<file path="src/rtl/modbus_poller_if.sv">
// modbus_poller_if: bundles the poller's transceiver and report signals.
//   tx_frame     72  frame presented to the transceiver data_out
//   tx_busy       1  transceiver tx_en
//   rx_frame     72  transceiver data_in, [7:0] = received byte count
//   rx_strobe     1  end-of-packet pulse qualifying rx_frame
//   resp_data    72  last captured response frame
//   resp_slot     4  slot index of the last report
//   resp_valid    1  one-cycle pulse: response captured
//   resp_timeout  1  one-cycle pulse: slot timed out
// master = poller side, slave = transceiver / consumer side.
interface modbus_poller_if;
  logic [71:0] tx_frame;
  logic        tx_busy;
  logic [71:0] rx_frame;
  logic        rx_strobe;
  logic [71:0] resp_data;
  logic [3:0]  resp_slot;
  logic        resp_valid;
  logic        resp_timeout;

  modport master (
    output tx_frame, resp_data, resp_slot, resp_valid, resp_timeout,
    input  tx_busy, rx_frame, rx_strobe
  );

  modport slave (
    input  tx_frame, resp_data, resp_slot, resp_valid, resp_timeout,
    output tx_busy, rx_frame, rx_strobe
  );
endinterface

</file>
<file path="src/rtl/modbus_poller.sv">
// modbus_poller: round-robin Modbus request scheduler. Launches each enabled
// slot's pre-built frame for one cycle, waits for the transmission to drain,
// waits for a response (or times out), reports it tagged with the slot index,
// then holds an inter-frame gap before moving to the next slot.
// Ports:
//   clk         system clock
//   reset       synchronous active-high reset
//   enable      polling enable, sampled only while idle
//   req_frames  Slots x 72-bit request frames, slot k at [k*72 +: 72]
//   busy        high in every state except IDLE
//   bus         transceiver / report signals (modbus_poller_if.master)
module modbus_poller #(
  parameter int unsigned Slots         = 4,
  parameter int unsigned TimeoutCycles = 120000,
  parameter int unsigned GapCycles     = 48000,
  parameter int unsigned TxIdleCycles  = 8
) (
  input  logic                  clk,
  input  logic                  reset,
  input  logic                  enable,
  input  logic [Slots*72-1:0]   req_frames,
  output logic                  busy,
  modbus_poller_if.master       bus
);

  localparam int unsigned FrameW   = 72;
  localparam int unsigned PtrW     = 4;
  localparam int unsigned MaxSlots = 16;
  localparam int unsigned TimerMax = (TimeoutCycles > GapCycles) ? TimeoutCycles : GapCycles;
  localparam int unsigned TimerW   = $clog2(TimerMax + 1);
  localparam int unsigned IdleW    = $clog2(TxIdleCycles + 1);

  localparam logic [TimerW-1:0] TimeoutLast = TimerW'(TimeoutCycles - 1);
  localparam logic [TimerW-1:0] GapLast     = TimerW'(GapCycles - 1);
  localparam logic [IdleW-1:0]  IdleLast    = IdleW'(TxIdleCycles - 1);
  localparam logic [PtrW-1:0]   PtrLast     = PtrW'(Slots - 1);

  typedef enum logic [2:0] {
    IDLE,
    SEND,
    WAIT_TX,
    WAIT_RX,
    GAP
  } state_t;

  state_t            state;
  logic [PtrW-1:0]   ptr;
  logic [TimerW-1:0] timer;
  logic [IdleW-1:0]  idleCnt;
  logic              sawBusy;

  // Slot table padded to 16 entries so the 4-bit pointer indexes it exactly.
  logic [FrameW-1:0] slotFrame [MaxSlots];
  for (genvar k = 0; k < int'(MaxSlots); k++) begin : gSlot
    if (k < int'(Slots)) begin : gUsed
      assign slotFrame[k] = req_frames[k*FrameW +: FrameW];
    end else begin : gUnused
      assign slotFrame[k] = '0;
    end
  end

  logic [FrameW-1:0] curFrame;
  logic [PtrW-1:0]   ptrNext;
  logic [TimerW-1:0] timerInc;
  logic [IdleW-1:0]  idleInc;
  logic              rxHit;

  assign curFrame = slotFrame[ptr];
  assign ptrNext  = (ptr == PtrLast) ? '0 : ptr + PtrW'(1);
  assign timerInc = (timer == '1) ? timer : timer + TimerW'(1);
  assign idleInc  = (idleCnt == '1) ? idleCnt : idleCnt + IdleW'(1);
  // Only a strobe carrying a nonzero byte count counts as a response.
  assign rxHit    = bus.rx_strobe && (bus.rx_frame[7:0] != 8'd0);

  // Scheduler state machine with registered outputs.
  always_ff @(posedge clk) begin
    if (reset) begin
      state            <= IDLE;
      ptr              <= '0;
      timer            <= '0;
      idleCnt          <= '0;
      sawBusy          <= 1'b0;
      busy             <= 1'b0;
      bus.tx_frame     <= '0;
      bus.resp_data    <= '0;
      bus.resp_slot    <= '0;
      bus.resp_valid   <= 1'b0;
      bus.resp_timeout <= 1'b0;
    end else begin
      bus.resp_valid   <= 1'b0;
      bus.resp_timeout <= 1'b0;
      unique case (state)
        IDLE: begin
          if (enable) begin
            if (curFrame[3:0] != 4'd0) begin
              // tx_frame doubles as the in-flight copy of the slot frame.
              state        <= SEND;
              bus.tx_frame <= curFrame;
              busy         <= 1'b1;
              timer        <= '0;
            end else begin
              ptr <= ptrNext;
            end
          end
        end
        SEND: begin
          state        <= WAIT_TX;
          bus.tx_frame <= '0;
          timer        <= '0;
          idleCnt      <= '0;
          sawBusy      <= 1'b0;
        end
        WAIT_TX: begin
          if (!sawBusy) begin
            // Timeout applies only until the transmitter has started.
            if (bus.tx_busy) begin
              sawBusy <= 1'b1;
              idleCnt <= '0;
            end else if (timer == TimeoutLast) begin
              bus.resp_timeout <= 1'b1;
              bus.resp_slot    <= ptr;
              state            <= GAP;
              timer            <= '0;
            end else begin
              timer <= timerInc;
            end
          end else if (bus.tx_busy) begin
            idleCnt <= '0;
          end else if (idleCnt == IdleLast) begin
            state <= WAIT_RX;
            timer <= '0;
          end else begin
            idleCnt <= idleInc;
          end
        end
        WAIT_RX: begin
          // A response in the expiry cycle still wins over the timeout.
          if (rxHit) begin
            bus.resp_data  <= bus.rx_frame;
            bus.resp_slot  <= ptr;
            bus.resp_valid <= 1'b1;
            state          <= GAP;
            timer          <= '0;
          end else if (timer == TimeoutLast) begin
            bus.resp_timeout <= 1'b1;
            bus.resp_slot    <= ptr;
            state            <= GAP;
            timer            <= '0;
          end else begin
            timer <= timerInc;
          end
        end
        GAP: begin
          if (timer == GapLast) begin
            ptr   <= ptrNext;
            state <= IDLE;
            busy  <= 1'b0;
            timer <= '0;
          end else begin
            timer <= timerInc;
          end
        end
        default: begin
          state <= IDLE;
          busy  <= 1'b0;
        end
      endcase
    end
  end

endmodule

</file>
<file path="src/flat_wrapper.sv">
// flat-port wrapper written by rule: the top's interface ports become plain ports
module modbus_poller_flat 
#(
  parameter int unsigned Slots         = 4,
  parameter int unsigned TimeoutCycles = 120000,
  parameter int unsigned GapCycles     = 48000,
  parameter int unsigned TxIdleCycles  = 8
)
  (clk, reset, enable, req_frames, busy, bus_tx_frame, bus_resp_data, bus_resp_slot, bus_resp_valid, bus_resp_timeout, bus_tx_busy, bus_rx_frame, bus_rx_strobe);
  modbus_poller_if bus_i ();
  input  logic clk;
  input  logic reset;
  input  logic enable;
  input  logic [Slots*72-1:0] req_frames;
  output logic busy;
  output wire logic [$bits(bus_i.tx_frame)-1:0] bus_tx_frame;
  output wire logic [$bits(bus_i.resp_data)-1:0] bus_resp_data;
  output wire logic [$bits(bus_i.resp_slot)-1:0] bus_resp_slot;
  output wire logic [$bits(bus_i.resp_valid)-1:0] bus_resp_valid;
  output wire logic [$bits(bus_i.resp_timeout)-1:0] bus_resp_timeout;
  input wire logic [$bits(bus_i.tx_busy)-1:0] bus_tx_busy;
  input wire logic [$bits(bus_i.rx_frame)-1:0] bus_rx_frame;
  input wire logic [$bits(bus_i.rx_strobe)-1:0] bus_rx_strobe;
  assign bus_tx_frame = bus_i.tx_frame;
  assign bus_resp_data = bus_i.resp_data;
  assign bus_resp_slot = bus_i.resp_slot;
  assign bus_resp_valid = bus_i.resp_valid;
  assign bus_resp_timeout = bus_i.resp_timeout;
  assign bus_i.tx_busy = bus_tx_busy;
  assign bus_i.rx_frame = bus_rx_frame;
  assign bus_i.rx_strobe = bus_rx_strobe;
  modbus_poller #(.Slots(Slots), .TimeoutCycles(TimeoutCycles), .GapCycles(GapCycles), .TxIdleCycles(TxIdleCycles)) u_core (.clk(clk), .reset(reset), .enable(enable), .req_frames(req_frames), .busy(busy), .bus(bus_i));
endmodule
</file>
<file path="config.mk">
export PLATFORM = sky130hd
export DESIGN_NAME = modbus_poller_flat
export DESIGN_NICKNAME = d
export VERILOG_FILES = /design/src/rtl/modbus_poller_if.sv /design/src/rtl/modbus_poller.sv /design/src/flat_wrapper.sv
export SDC_FILE = /design/constraint.sdc
export NUM_CORES = 1
export LEC_CHECK = 0
export CAP_MARGIN = 5
export CORE_AREA = 2 2 202 204
export DETAILED_ROUTE_END_ITERATION = 10
export DIE_AREA = 0 0 204 206
export DONT_BUFFER_PORTS = 1
export PLACE_DENSITY = 0.39
export SLEW_MARGIN = 20
export SYNTH_ARGS = -nofsm -noshare
export SYNTH_HDL_FRONTEND = slang
export SYNTH_SLANG_ARGS = --single-unit
</file>
<file path="constraint.sdc">
create_clock -name clk -period 2.7 [get_ports clk]
set_input_delay 0 -clock clk [delete_from_list [all_inputs] [get_ports clk]]
set_output_delay 0 -clock clk [all_outputs]
set_load 0.05 [all_outputs]
</file>
==> metrics.txt <==
status finished clean; ranking of synthesized cells by area dfxtp_1 41%, mux4_2 19%, nand2_1 10%, a21oi_1 5.7%, nand3_1 5.2%; clock skew 0.01575 ns; cell count after synthesis 987; R2R Setup Slk 0.19 ns; pwr/cell area 581.3 mW/mm2; CP max stage cell or4_4; Seq/Total Area, Yosys 0.4115; Final min period approximately 2.5 ns; Psw 0.002467 W; Peak VDD IR 0.0003546 V; RSZ-0062 raised after global routing false; Setup TNS Final 0 ns; TritonRoute pass-1 iters 5; combinational fraction of design power 0.148; Post-Route WL 38.69 mm; Post-synth EDFFs 0; Power, Total 0.007096 W; syn nets about 1,400; Nets 1,536; Worst R2R Path Depth 6; ANT nets after route 0; Cell Count Post-Placement 1,459; clock latency on the worst-skew pair 0.45 ns; Die Width 204 um; IO Count 516; DP HPWL 28.39 mm; clock share of power 0.356; PostCTS Resize Cnt 0; CTS root buffer clkbuf_16; Min-Delay Startpoint bus_tx_busy; Hold-fix buffers, CTS 222; Hold WC Path Type input pin to flop; clock slew at reported path FFs around 0.08 ns; DR DRC count 0; number of global-route vias before repair approximately 8,400; via count of the routed design 8,444; fmax 397.7 MHz; Remaining Overflow, GRT 0; syn avg cell area roughly 9 um2; top-area cell type share of the netlist area 0.4115; CP max stage delay between 0.5 and 0.6 ns; fin cells around 1,700; r2r endpoint u_core.ptr[3]$_SDFFE_PP0P_; worst path bufs/invs 0; top cells by count, synth 244 x nand2_1, 180 x dfxtp_1, 99 x a21oi_1; yosys warns 0; Post-synth ARST share 0; internal cell power 0.004629 W; top_reg_cell synth dfxtp_1; # rows 74; Worst setup SP type flop; period utilisation layout 0.9313; number of synthesized register bits 180; Final setup violation count 0; CP Cell Sequence mux4_2, or4_4, nor4_2, a211o_2, nand4_1, mux2_1; mapped cell area around 0.009 mm2; cts bufs inserted 17; H-tree lvl count 4; GRT Total Usage 0.1765; Fill cells 4,225; Iter 0 DRT Violations approximately 580; Setup Crit Path Kind flop to flop; routability cong. roughly 0.86; area of the multi-input gates 0.004782 mm2; initial antenna violation count 45; area grow syn2layout 39.41%; port bufs 0; via-per-instance ratio ~4.9; Hold Path Stages 3; clock sink count 180; area of all sequential standard cells 0.003611 mm2; Synth area leader dfxtp_1; first-pass GRT wire length 54.47 mm; WP data required 3.04 ns; post-synth cell types 54; critical path data arrival time 2.85 ns; Post CTS Setup Buffer Count 0; CORE AREA 0.04018 mm2; cell with the most instances after synthesis nand2_1; CP max FO 10; final hold violations 0; relative slew slack 0.4641; switch share 0.3477; CP delay by family, top simple AND/OR/NAND/NOR gates; sequential share of power 0.495; Die Ht roughly 210 um; Initial Util 0.2179; CP Capture Type flop; ratio of cells with drive above 1 in the final layout 0.1185; hold worst-path end u_core.idleCnt[3]$_SDFFE_PP0P_; largest net degree at the start of global routing 104; max-cap viol count 0; reg-to-reg startpoint u_core.ptr[0]$_SDFFE_PP0P_; Slew @ Worst Pin 0.8038 ns; Slew Limit Fails 0; DR WL/cell 22.28 um; Die ar. around 0.042 mm2; CTS tree done; Clock Path Buffers 2; LEAKAGE ~4 nW
## final cells by class
cell class	count	area share
inverter	12	0.003793
clock buffer	20	0.03823
clock inverter	12	0.009020
multi-input combinational	713	0.3918
sequential	180	0.2958
antenna	23	0.004715
tap	532	0.05453
timing repair buffer	244	0.2021
## worst min-delay path, stage by stage
cell and delay [ns]:
a21boi_0 0.12, o21ai_0 0.19, nor2_1 0.13
## through the flow
| stage | hold slack (ns) | cell area (um2) | worst slack (ns) | utilization |
|---|---|---|---|---|
| final | 0.03378 | 12210 | 0.1855 | 0.3038 |
| after global routing | 0.007754 | 12190 | 0.04701 | 0.3033 |
| after CTS | 0.003742 | 12150 | 0.1691 | 0.3023 |
| after detailed placement | 0.1033 | 9333 | 0.1823 | 0.2323 |
| after global placement | 0.1022 | 9333 | 0.1967 | 0.2323 |
| after floorplan | 0.1360 | 8756 | 0.2742 | - |
## flip-flops by register name (all words and copies together), names as in the netlist
signal / count
u_core.ptr: 4
u_core.busy: 1
u_core.sawBusy: 1
u_core.bus.resp_timeout: 1
u_core.state: 3
u_core.idleCnt: 4
u_core.bus.tx_frame: 72
u_core.timer: 17
u_core.bus.resp_data: 72
u_core.bus.resp_slot: 4
u_core.bus.resp_valid: 1
## power by group through the flow
stage	Combinational [W]	Clock, W	Sequential, W
5_1_grt	0.00116	0.00276	0.00354
3_3_place_gp	0.000730	0	0.00358
4_1_cts	0.00105	0.00264	0.00352
2_1_floorplan	0.000591	0	0.00350
3_5_place_dp	0.000740	0	0.00358
6_report	0.00105	0.00253	0.00352
## placed cells by master, fill, tap and decap left out, types with 6 or more instances in the layout
cell type	Yosys	final
a21oi_1	99	99
buf_4	2	17
clkbuf_16	0	17
dfxtp_1	180	178
diode_2	0	23
dlygate4sd3_1	0	221
inv_1	11	11
mux2i_1	6	6
mux4_2	72	72
nand2_1	244	243
nand3_1	91	91
nand4_1	8	8
nor2_1	21	21
nor3_1	9	8
nor4_1	8	8
o21ai_0	74	74
o21ai_1	14	14
o32ai_1	6	6
## worst max path at each step
stage / from / end / slack [ns] / cells past startpoint
6_report: u_core.ptr[0]$_SDFFE_PP0P_ / u_core.ptr[3]$_SDFFE_PP0P_ / 0.19 / 6
5_1_grt: u_core.ptr[0]$_SDFFE_PP0P_ / u_core.timer[1]$_SDFFE_PP0P_ / 0.05 / 7
4_1_cts: u_core.ptr[0]$_SDFFE_PP0P_ / u_core.ptr[3]$_SDFFE_PP0P_ / 0.17 / 6
3_5_place_dp: u_core.ptr[0]$_SDFFE_PP0P_ / u_core.ptr[3]$_SDFFE_PP0P_ / 0.18 / 6
3_3_place_gp: u_core.ptr[0]$_SDFFE_PP0P_ / u_core.ptr[3]$_SDFFE_PP0P_ / 0.20 / 6
2_1_floorplan: u_core.ptr[0]$_SDFFE_PP0P_ / u_core.ptr[3]$_SDFFE_PP0P_ / 0.27 / 8
## cells by family (layout without fill, tap and decap cells)
group	count (synthesis)	in the layout	synth area share
other cells	0	23	0
simple gates	413	413	0.2095
flops	180	180	0.4115
compound gates	215	215	0.1339
buf+inv	94	288	0.04415
fa+ha+maj	3	3	0.004287
xor+xnor	2	2	0.002001
mux	80	80	0.1946
## layer usage
layer | vias to the layer above | part of all wire | global-route usage
met3 | 100 | 0.10 | 0.08499
met1 | 3978 | 0.35 | 0.1783
met4 | 30 | 0.045 | 0.09317
met5 | - | 0.0056 | 0
met2 | 402 | 0.50 | 0.3019
li1 | 3934 | - | -
Power figures use the tool's default switching activity.
